$ cat config.mk
export PLATFORM = sky130hd
export DESIGN_NAME = pulse_stretcher
export DESIGN_NICKNAME = d
export VERILOG_FILES = /design/src/rtl/pulse_stretcher_pkg.sv /design/src/rtl/cycle_timer.sv /design/src/rtl/pulse_stretcher.sv
export SDC_FILE = /design/constraint.sdc
export NUM_CORES = 1
export LEC_CHECK = 0
export CAP_MARGIN = 20
export CORE_MARGIN = 2
export CORE_UTILIZATION = 63
export CTS_CLUSTER_SIZE = 24
export DETAILED_ROUTE_END_ITERATION = 10
export DONT_BUFFER_PORTS = 1
export PLACE_DENSITY = 0.79
export SYNTH_ARGS = -nofsm -noshare
export SYNTH_HDL_FRONTEND = slang
export SYNTH_SLANG_ARGS = --single-unit
$ cat constraint.sdc
create_clock -name clk -period 3.53 [get_ports clk]
set_input_delay 0.706 -clock clk [delete_from_list [all_inputs] [get_ports clk]]
set_output_delay 0.706 -clock clk [all_outputs]
set_load 0.005 [all_outputs]
$ cat src/rtl/pulse_stretcher_pkg.sv
// Shared types and defaults for the pulse stretcher and related stopwatch timing blocks.
// Default cycle counts assume the same 100 MHz board clock as the debouncer.
package pulse_stretcher_pkg;

  typedef enum logic [1:0] {
    ST_IDLE = 2'd0,
    ST_ON   = 2'd1,
    ST_GAP  = 2'd2,
    ST_BAD  = 2'd3
  } state_t;

  localparam int unsigned CLK_HZ         = 100_000_000;
  localparam int unsigned DEF_ON_CYCLES  = CLK_HZ / 20;
  localparam int unsigned DEF_GAP_CYCLES = CLK_HZ / 20;

  function automatic int unsigned max_u(input int unsigned a, input int unsigned b);
    return (a > b) ? a : b;
  endfunction

endpackage

$ cat src/rtl/cycle_timer.sv
// Loadable down-counter that parks at zero; clr has priority over load.
module cycle_timer #(
  parameter int unsigned W = 8
) (
  input  logic         clk,
  input  logic         rst_n,
  input  logic         clr,
  input  logic         load,
  input  logic [W-1:0] load_val,
  output logic [W-1:0] value,
  output logic         zero
);

  logic [W-1:0] value_q, value_d;

  always_comb begin
    value_d = value_q;
    if (clr) begin
      value_d = '0;
    end else if (load) begin
      value_d = load_val;
    end else if (value_q != '0) begin
      value_d = value_q - W'(1);
    end
  end

  always_ff @(posedge clk or negedge rst_n) begin
    if (!rst_n) begin
      value_q <= '0;
    end else begin
      value_q <= value_d;
    end
  end

  assign value = value_q;
  assign zero  = (value_q == '0);

endmodule

$ cat src/rtl/pulse_stretcher.sv
// Turns one-cycle event strobes into visible LED blinks (ON window then OFF gap),
// queueing events that arrive mid-blink in a saturating pending counter.
module pulse_stretcher
  import pulse_stretcher_pkg::*;
#(
  parameter int unsigned ON_CYCLES  = DEF_ON_CYCLES,
  parameter int unsigned GAP_CYCLES = DEF_GAP_CYCLES,
  parameter int unsigned PEND_W     = 4
) (
  input  logic              clk,
  input  logic              rst_n,
  input  logic              pulse_in,
  input  logic              clear,
  output logic              led,
  output logic              busy,
  output logic [PEND_W-1:0] pending,
  output logic              dropped
);

  localparam int unsigned       TW       = $clog2(max_u(ON_CYCLES, GAP_CYCLES) + 1);
  localparam logic [TW-1:0]     ON_LOAD  = TW'(ON_CYCLES - 1);
  localparam logic [TW-1:0]     GAP_LOAD = TW'(GAP_CYCLES - 1);
  localparam logic [TW-1:0]     T_MAX    = (ON_CYCLES >= GAP_CYCLES) ? ON_LOAD : GAP_LOAD;
  localparam logic [PEND_W-1:0] PEND_MAX = '1;

  state_t            state_q, state_d;
  logic [PEND_W-1:0] pending_q, pending_d;
  logic              dropped_q, dropped_d;

  logic              t_clr, t_load, t_zero;
  logic [TW-1:0]     t_load_val, t_value;
  logic              inc, dec;

  cycle_timer #(.W(TW)) u_timer (
    .clk      (clk),
    .rst_n    (rst_n),
    .clr      (t_clr),
    .load     (t_load),
    .load_val (t_load_val),
    .value    (t_value),
    .zero     (t_zero)
  );

  always_comb begin
    state_d    = state_q;
    pending_d  = pending_q;
    dropped_d  = 1'b0;
    t_clr      = 1'b0;
    t_load     = 1'b0;
    t_load_val = '0;
    inc        = 1'b0;
    dec        = 1'b0;

    if (clear) begin
      state_d   = ST_IDLE;
      pending_d = '0;
      t_clr     = 1'b1;
    end else begin
      case (state_q)
        ST_IDLE: begin
          if (pulse_in) begin
            state_d    = ST_ON;
            t_load     = 1'b1;
            t_load_val = ON_LOAD;
          end
        end
        ST_ON: begin
          inc = pulse_in;
          if (t_zero) begin
            state_d    = ST_GAP;
            t_load     = 1'b1;
            t_load_val = GAP_LOAD;
          end
        end
        ST_GAP: begin
          if (!t_zero) begin
            inc = pulse_in;
          end else if (pending_q != '0) begin
            // Queued events go first; a fresh strobe this cycle joins the queue.
            state_d    = ST_ON;
            t_load     = 1'b1;
            t_load_val = ON_LOAD;
            dec        = 1'b1;
            inc        = pulse_in;
          end else if (pulse_in) begin
            state_d    = ST_ON;
            t_load     = 1'b1;
            t_load_val = ON_LOAD;
          end else begin
            state_d = ST_IDLE;
          end
        end
        default: begin
          state_d = ST_IDLE;
          t_clr   = 1'b1;
        end
      endcase

      if (inc && !dec) begin
        if (pending_q == PEND_MAX) begin
          dropped_d = 1'b1;
        end else begin
          pending_d = pending_q + PEND_W'(1);
        end
      end else if (dec && !inc) begin
        pending_d = pending_q - PEND_W'(1);
      end
    end
  end

  always_ff @(posedge clk or negedge rst_n) begin
    if (!rst_n) begin
      state_q   <= ST_IDLE;
      pending_q <= '0;
      dropped_q <= 1'b0;
    end else begin
      state_q   <= state_d;
      pending_q <= pending_d;
      dropped_q <= dropped_d;
    end
  end

  assign led     = (state_q == ST_ON);
  assign busy    = (state_q != ST_IDLE);
  assign pending = pending_q;
  assign dropped = dropped_q;

  timer_in_range: assert property (@(posedge clk) disable iff (!rst_n) t_value <= T_MAX);

endmodule

; Word level (Yosys, flattened, before mapping)
; Index checks and enable logic that the tools add are counted.
[op_classes]
add_sub_neg = 3
n_mul = 0
n_div = 0
order_cmp = 0
eq_ne = 7
shifts = 0
mux = 39
n_bitwise = 0
n_reduce_logical = 14
[op_table]
columns = op, count
row1 = 23-bit 2-to-1 mux, 8
row2 = 23-bit case mux with 3 select lines, 1
row3 = 23-bit zero test, 1
row4 = 23-bit nonzero test, 1
row5 = 23-bit by 1-bit subtractor with 23-bit output (second input constant), 1
row6 = 1-bit 2-to-1 mux, 19
row7 = 4-bit 2-to-1 mux, 4
row8 = 3-bit inequality test (second input constant), 3
row9 = 2-bit 2-to-1 mux, 4
row10 = 2-bit case mux with 3 select lines, 1
row11 = 3-bit nonzero test, 2
row12 = 4-bit by 1-bit adder with 4-bit output (second input constant), 1
row13 = 4-bit == test (second input constant), 1
row14 = 4-bit nonzero test, 1
row15 = 4-bit by 1-bit subtractor with 4-bit output (second input constant), 1
row16 = 3-bit by 2-bit inequality test with 1-bit output (second input constant), 1
row17 = 1-bit case mux with 3 select lines, 1
row18 = 3-bit AND reduction, 1
row19 = 3-bit OR reduction, 1
row20 = 2-bit by 1-bit == test with 1-bit output (second input constant), 1
row21 = 2-bit == test (second input constant), 1
row22 = 1-bit logical AND, 2
row23 = 1-bit zero test, 2
row24 = 2-bit zero test, 1
row25 = 3 further kinds, 3
[word_totals]
regBits = 30
latchBits = 0
ramBits = 0
rom_bits = 0
mem_count = 0

; Longest topological paths before layout
[depth]
word_depth = 10
mapped_depth = 14
depth_no_buf = 13

; Modules after synthesis
; Synthesis repeated with hierarchy kept, for this count alone.
[hier_totals]
cells_unflattened = 209
hier_area_um2 = 1926.8
[by_module_without_submodules]
columns = mod, instances, cells_per_inst, area_per_inst_um2
row1 = cycle_timer, 1, 140, 1307.5
row2 = pulse_stretcher, 1, 69, 619.3

; Worst setup path after synthesis
; OpenSTA, ideal clock, no wires.
[synth_timing]
path_kind = register to register
startpoint = register u_timer.value_q[0] (netlist: u_timer.value[0])
endpoint = register pending_q[3] (netlist: pending[3])
setup_time_ps = 66
arrival_time_ps = 2667
required_ps = 3464
path_slack_ps = 797
stages_incl_launch_ff = 15
n_path_buf = 1
period_less_slack_ps = 2733
cell_sequence = dfrtp_1 inv_1 ha_1 nor2b_1 and4_1 a21oi_1 or2_0 clkbuf_1 inv_1 ha_1 a21o_1 a21oi_1 nor4bb_1 a221oi_1 nand2_1
[synth_between]
elab_chain_len = 8
elab_cells_between_ends = 16
cone_classes = 1 x eq/ne / 8 x mux / 7 x reduce/logical
[synth_lines]
columns = item, line
row1 = "start, declared", cycle_timer.sv:14  ; logic [W-1:0] value_q, value_d;
row2 = "start signal, assigned", cycle_timer.sv:31  ; value_q <= value_d;
row3 = 23-bit zero test *, cycle_timer.sv:36  ; assign zero = (value_q == '0);
row4 = 1-bit 2-to-1 mux, pulse_stretcher.sv:76  ; if (!t_zero) begin
row5 = 1-bit case mux with 2 select lines / 1-bit 2-to-1 mux (equally long branches), pulse_stretcher.sv:59  ; case (state_q)
row6 = 1-bit 2-to-1 mux, pulse_stretcher.sv:54  ; if (clear) begin
row7 = 1-bit zero test (on tied branches), "pulse_stretcher.sv:105, pulse_stretcher.sv:99"
row8 = 1-bit logical AND (on tied branches), "pulse_stretcher.sv:105, pulse_stretcher.sv:99"
row9 = "3-bit nonzero test (no source line), or another cell as far along", --
row10 = 2-bit AND reduction (no source line) / 4-bit 2-to-1 mux (equally long branches), --
row11 = "end signal, assigned", pulse_stretcher.sv:118  ; pending_q <= pending_d;
row12 = "end, declared", pulse_stretcher.sv:27  ; logic [PEND_W-1:0] pending_q, pending_d;
; Every way passes the cells marked *; elsewhere a longest branch is shown, timed or not. The select of a mux whose other input is x is not followed.
; A chain may end at the register's enable or synchronous reset.

; Worst setup path in the final report
; Ends and elaborated chain as after synthesis.

==> impl_metrics.csv <==
group,metric,value,unit
worst_hold_path,holdCritPathClass,"primary input to asynchronous set/reset pin",
grt,grt_overflow,0,
detailed_routing,final_antenna_net_count,0,
setup_path,crit_chain,"inv_1 -> ha_1 -> nor2b_1 -> and4_1 -> a21oi_1 -> or2_0 -> inv_1 -> ha_1 -> a21o_1 -> a21oi_1 -> nor4bb_1 -> a221oi_1 -> nand2_1",
sta,max_freq,327.4,MHz
floorplanning,core,2781,sq um
synthesis,syn-num-nets,211,
floorplanning,ioPinCount,11,
grt,grt_max_degree,31,
setup_path,critPathCaptureType,"register",
setup_path,startpoint_type,"register",
finish,n_fill_cell,207,
clock_tree,cts_buffers,5,
synthesis,synth_seq_cells,30,
grt,grt_usage,25.11,%
detailed_routing,drc,0,
detailed_routing,viasPerCell,6.373,
synthesis,synthCells,198,
clock_tree,path_clk_slew,100,ps
sta,holdWs,52.08,ps
floorplanning,start_util,67.07,%
power,power.leakage,0.8692,nW
detailed_routing,wl_per_cell,15.80,microns
finish,final_common_cell,"dfrtp_1",
setup_path,cp_max_fo,7,
sta,rsz0062_at_grt,"no",
placed_design,routabilityCongestion,0.9029,
detailed_routing,drt_pre_antenna_iters,4,
sta,clock_skew,11.19,ps
finish,diodes,0,
clock_tree,cts_tree,"yes",
floorplanning,die_w,58.42,microns
setup_path,cp.required,3800,ps
clock_tree,post_cts_buffers,0,
placed_design,io_buffers,0,
detailed_routing,drt-initial-drc-count,69,
setup_path,crit_family,"simple AND/OR/NAND/NOR gates",
synthesis,synthArstFlopShare,100.0,%
synthesis,syn_area,1866,sq um
grt,grt_pass1_wl,6465,microns
clock_tree,cts.sinks,30,
finish,final_cell_mix,"dfrtp_1 (30), nor2_1 (24), nand2_1 (14)",
synthesis,ys_seq_area_share,40.24,%
sta,final_max_slew_viol_count,0,
finish,final_nets,214,
floorplanning,die_h,58.42,microns
power,power_per_cell_area,690.4,nW/um^2
sta,setup_violations,0,
synthesis,netlist.area_leader.share,40.24,%
synthesis,synth-warning-count,0,
clock_tree,ctsResizeCount,0,
sta,relSlewSlack,29.21,%
sta,tightest_slew,1060,ps
sta,post-route-min-period,3055,ps
synthesis,synth_ff_type,"dfrtp_1",
sta,fin_tns_setup,0,ps
detailed_routing,wl,3681,microns
clock_tree,htreeDepth,2,
grt,antenna_found_initial,0,
finish,drive_gt1_share,9.901,%
synthesis,syn_area_per_cell,9.422,sq um
grt,grt_pass1_vias,1388,
placed_design,dpl.hpwl,2714,microns
clock_tree,root_buffer,"clkbuf_4",
setup_path,critPathArrivalTime,3330,ps
detailed_routing,vias,1485,
clock_tree,cts_max_path_buffers,2,
setup_path,slowest_delay,450,ps
synthesis,synth_edf_count,0,
placed_design,place_area,1889,sq um
synthesis,synth_area_leaders,"dfrtp_1 (40%), ha_1 (5.4%), nor2_1 (4.8%)",
finish,syn_to_final_growth,4.695,%
clock_tree,clkLatencyLatePin,330,ps
clock_tree,cts_hold_buf,0,
sta,timing.final.crit_share,86.53,%
synthesis,synth.largest_area_cell,"dfrtp_1",
sta,finalHoldViolCount,0,
floorplanning,die_area,3412,sq um
floorplanning,num_rows,19,
setup_path,crit_type,"register to register",
setup_path,crit_buf_inv,2,
synthesis,synth.distinct_cells,48,
job,maxCapViolations,0,
run_status,status,"complete, no violations",
power,peakVddDrop,537.9,uV
finish,final_cell_area,1953,sq um
finish,fin_util,70.22,%
setup_path,slowest_stage,"dfrtp_1",
[per-layer routing]
| layer | routed length [microns] | track usage, % | vias up |
|---|---|---|---|
| li1 | - | - | 712 |
| met1 | 1660 | 32.57 | 730 |
| met2 | 1794 | 40.29 | 31 |
| met3 | 130 | 5.714 | 12 |
| met4 | 95 | 10.96 | 0 |
| met5 | 0 | 0 | - |
[final timing paths]
kind / start / end / slack (ps) / cells after the start
max: u_timer.value[0] / pending[3] / 480 / 13
min: rst_n / u_timer.value[15] / 50 / 0
max reg2reg: u_timer.value[0] / pending[3] / 480 / 13
min reg2reg: u_timer.value[21] / u_timer.value[21] / 550 / 2
max in group asynchronous: rst_n / u_timer.value[19] / 3390 / 0
min in group clk: clear / state_q[0] / 420 / 1
[Yosys cell counts, types with 2 or more instances]
cell	count
nand3_1	6
dfrtp_1	30
nor2_1	24
inv_1	10
nor4_4	2
nor3b_1	2
ha_1	8
mux2i_1	3
o21ai_0	6
xor2_1	9
nor3_1	10
o41ai_1	3
a21o_1	2
or3_1	4
clkbuf_1	4
a211oi_1	2
and3_1	2
nor4_1	3
or2_2	2
xnor2_1	8
nand4_1	2
a21oi_1	13
nor2b_1	2
and4_1	4
nand2_1	14
[through the flow]
step | total power, mW | worst slack, ps | instances
2_1_floorplan | 1.007 | 796.7 | 198
3_3_place_gp | 1.095 | 618.7 | 225
3_5_place_dp | 1.125 | 523.0 | 225
4_1_cts | 1.348 | 495.4 | 233
5_1_grt | 1.452 | 189.0 | 233
6_report | 1.348 | 475.3 | 233
[sequential cells by signal, summed over array words and instances (netlist names)]
signal         count
u_timer.value     23
dropped            1
pending            4
state_q            2
[power breakdown]
group	internal (mW)	switching (mW)	leakage [nW]	total [mW]
Combinational	0.257	0.336	0.435	0.593
Sequential	0.423	0.112	0.400	0.535
Clock	0.0956	0.125	0.0343	0.220
Total	0.776	0.573	0.869	1.35
[logic make-up (layout without fill, tap and decap cells)]
family                   Yosys count  in the layout  share of synthesized area [%]
AO/OA/AOI/OAI                     37             37                          12.88
AND/OR/NAND/NOR                   87             87                          27.43
XOR/XNOR                          17             17                          7.982
adder cells (fa/ha/maj)            9              9                          6.439
buffers and inverters             14             18                          2.817
multiplexers                       4              4                          2.213
flip-flops                        30             30                          40.24
[area by class of cell]
| class | count | area (sq um) | area share, % |
|---|---|---|---|
| multi-input cells | 154 | 1062 | 54.39 |
| flip-flops and latches | 30 | 750.7 | 38.44 |
| clock buffers | 6 | 51.30 | 2.627 |
| well taps | 31 | 38.79 | 1.986 |
| inverters | 10 | 37.54 | 1.922 |
| clock inverters | 2 | 12.51 | 0.6406 |
Power figures use the tool's default switching activity.
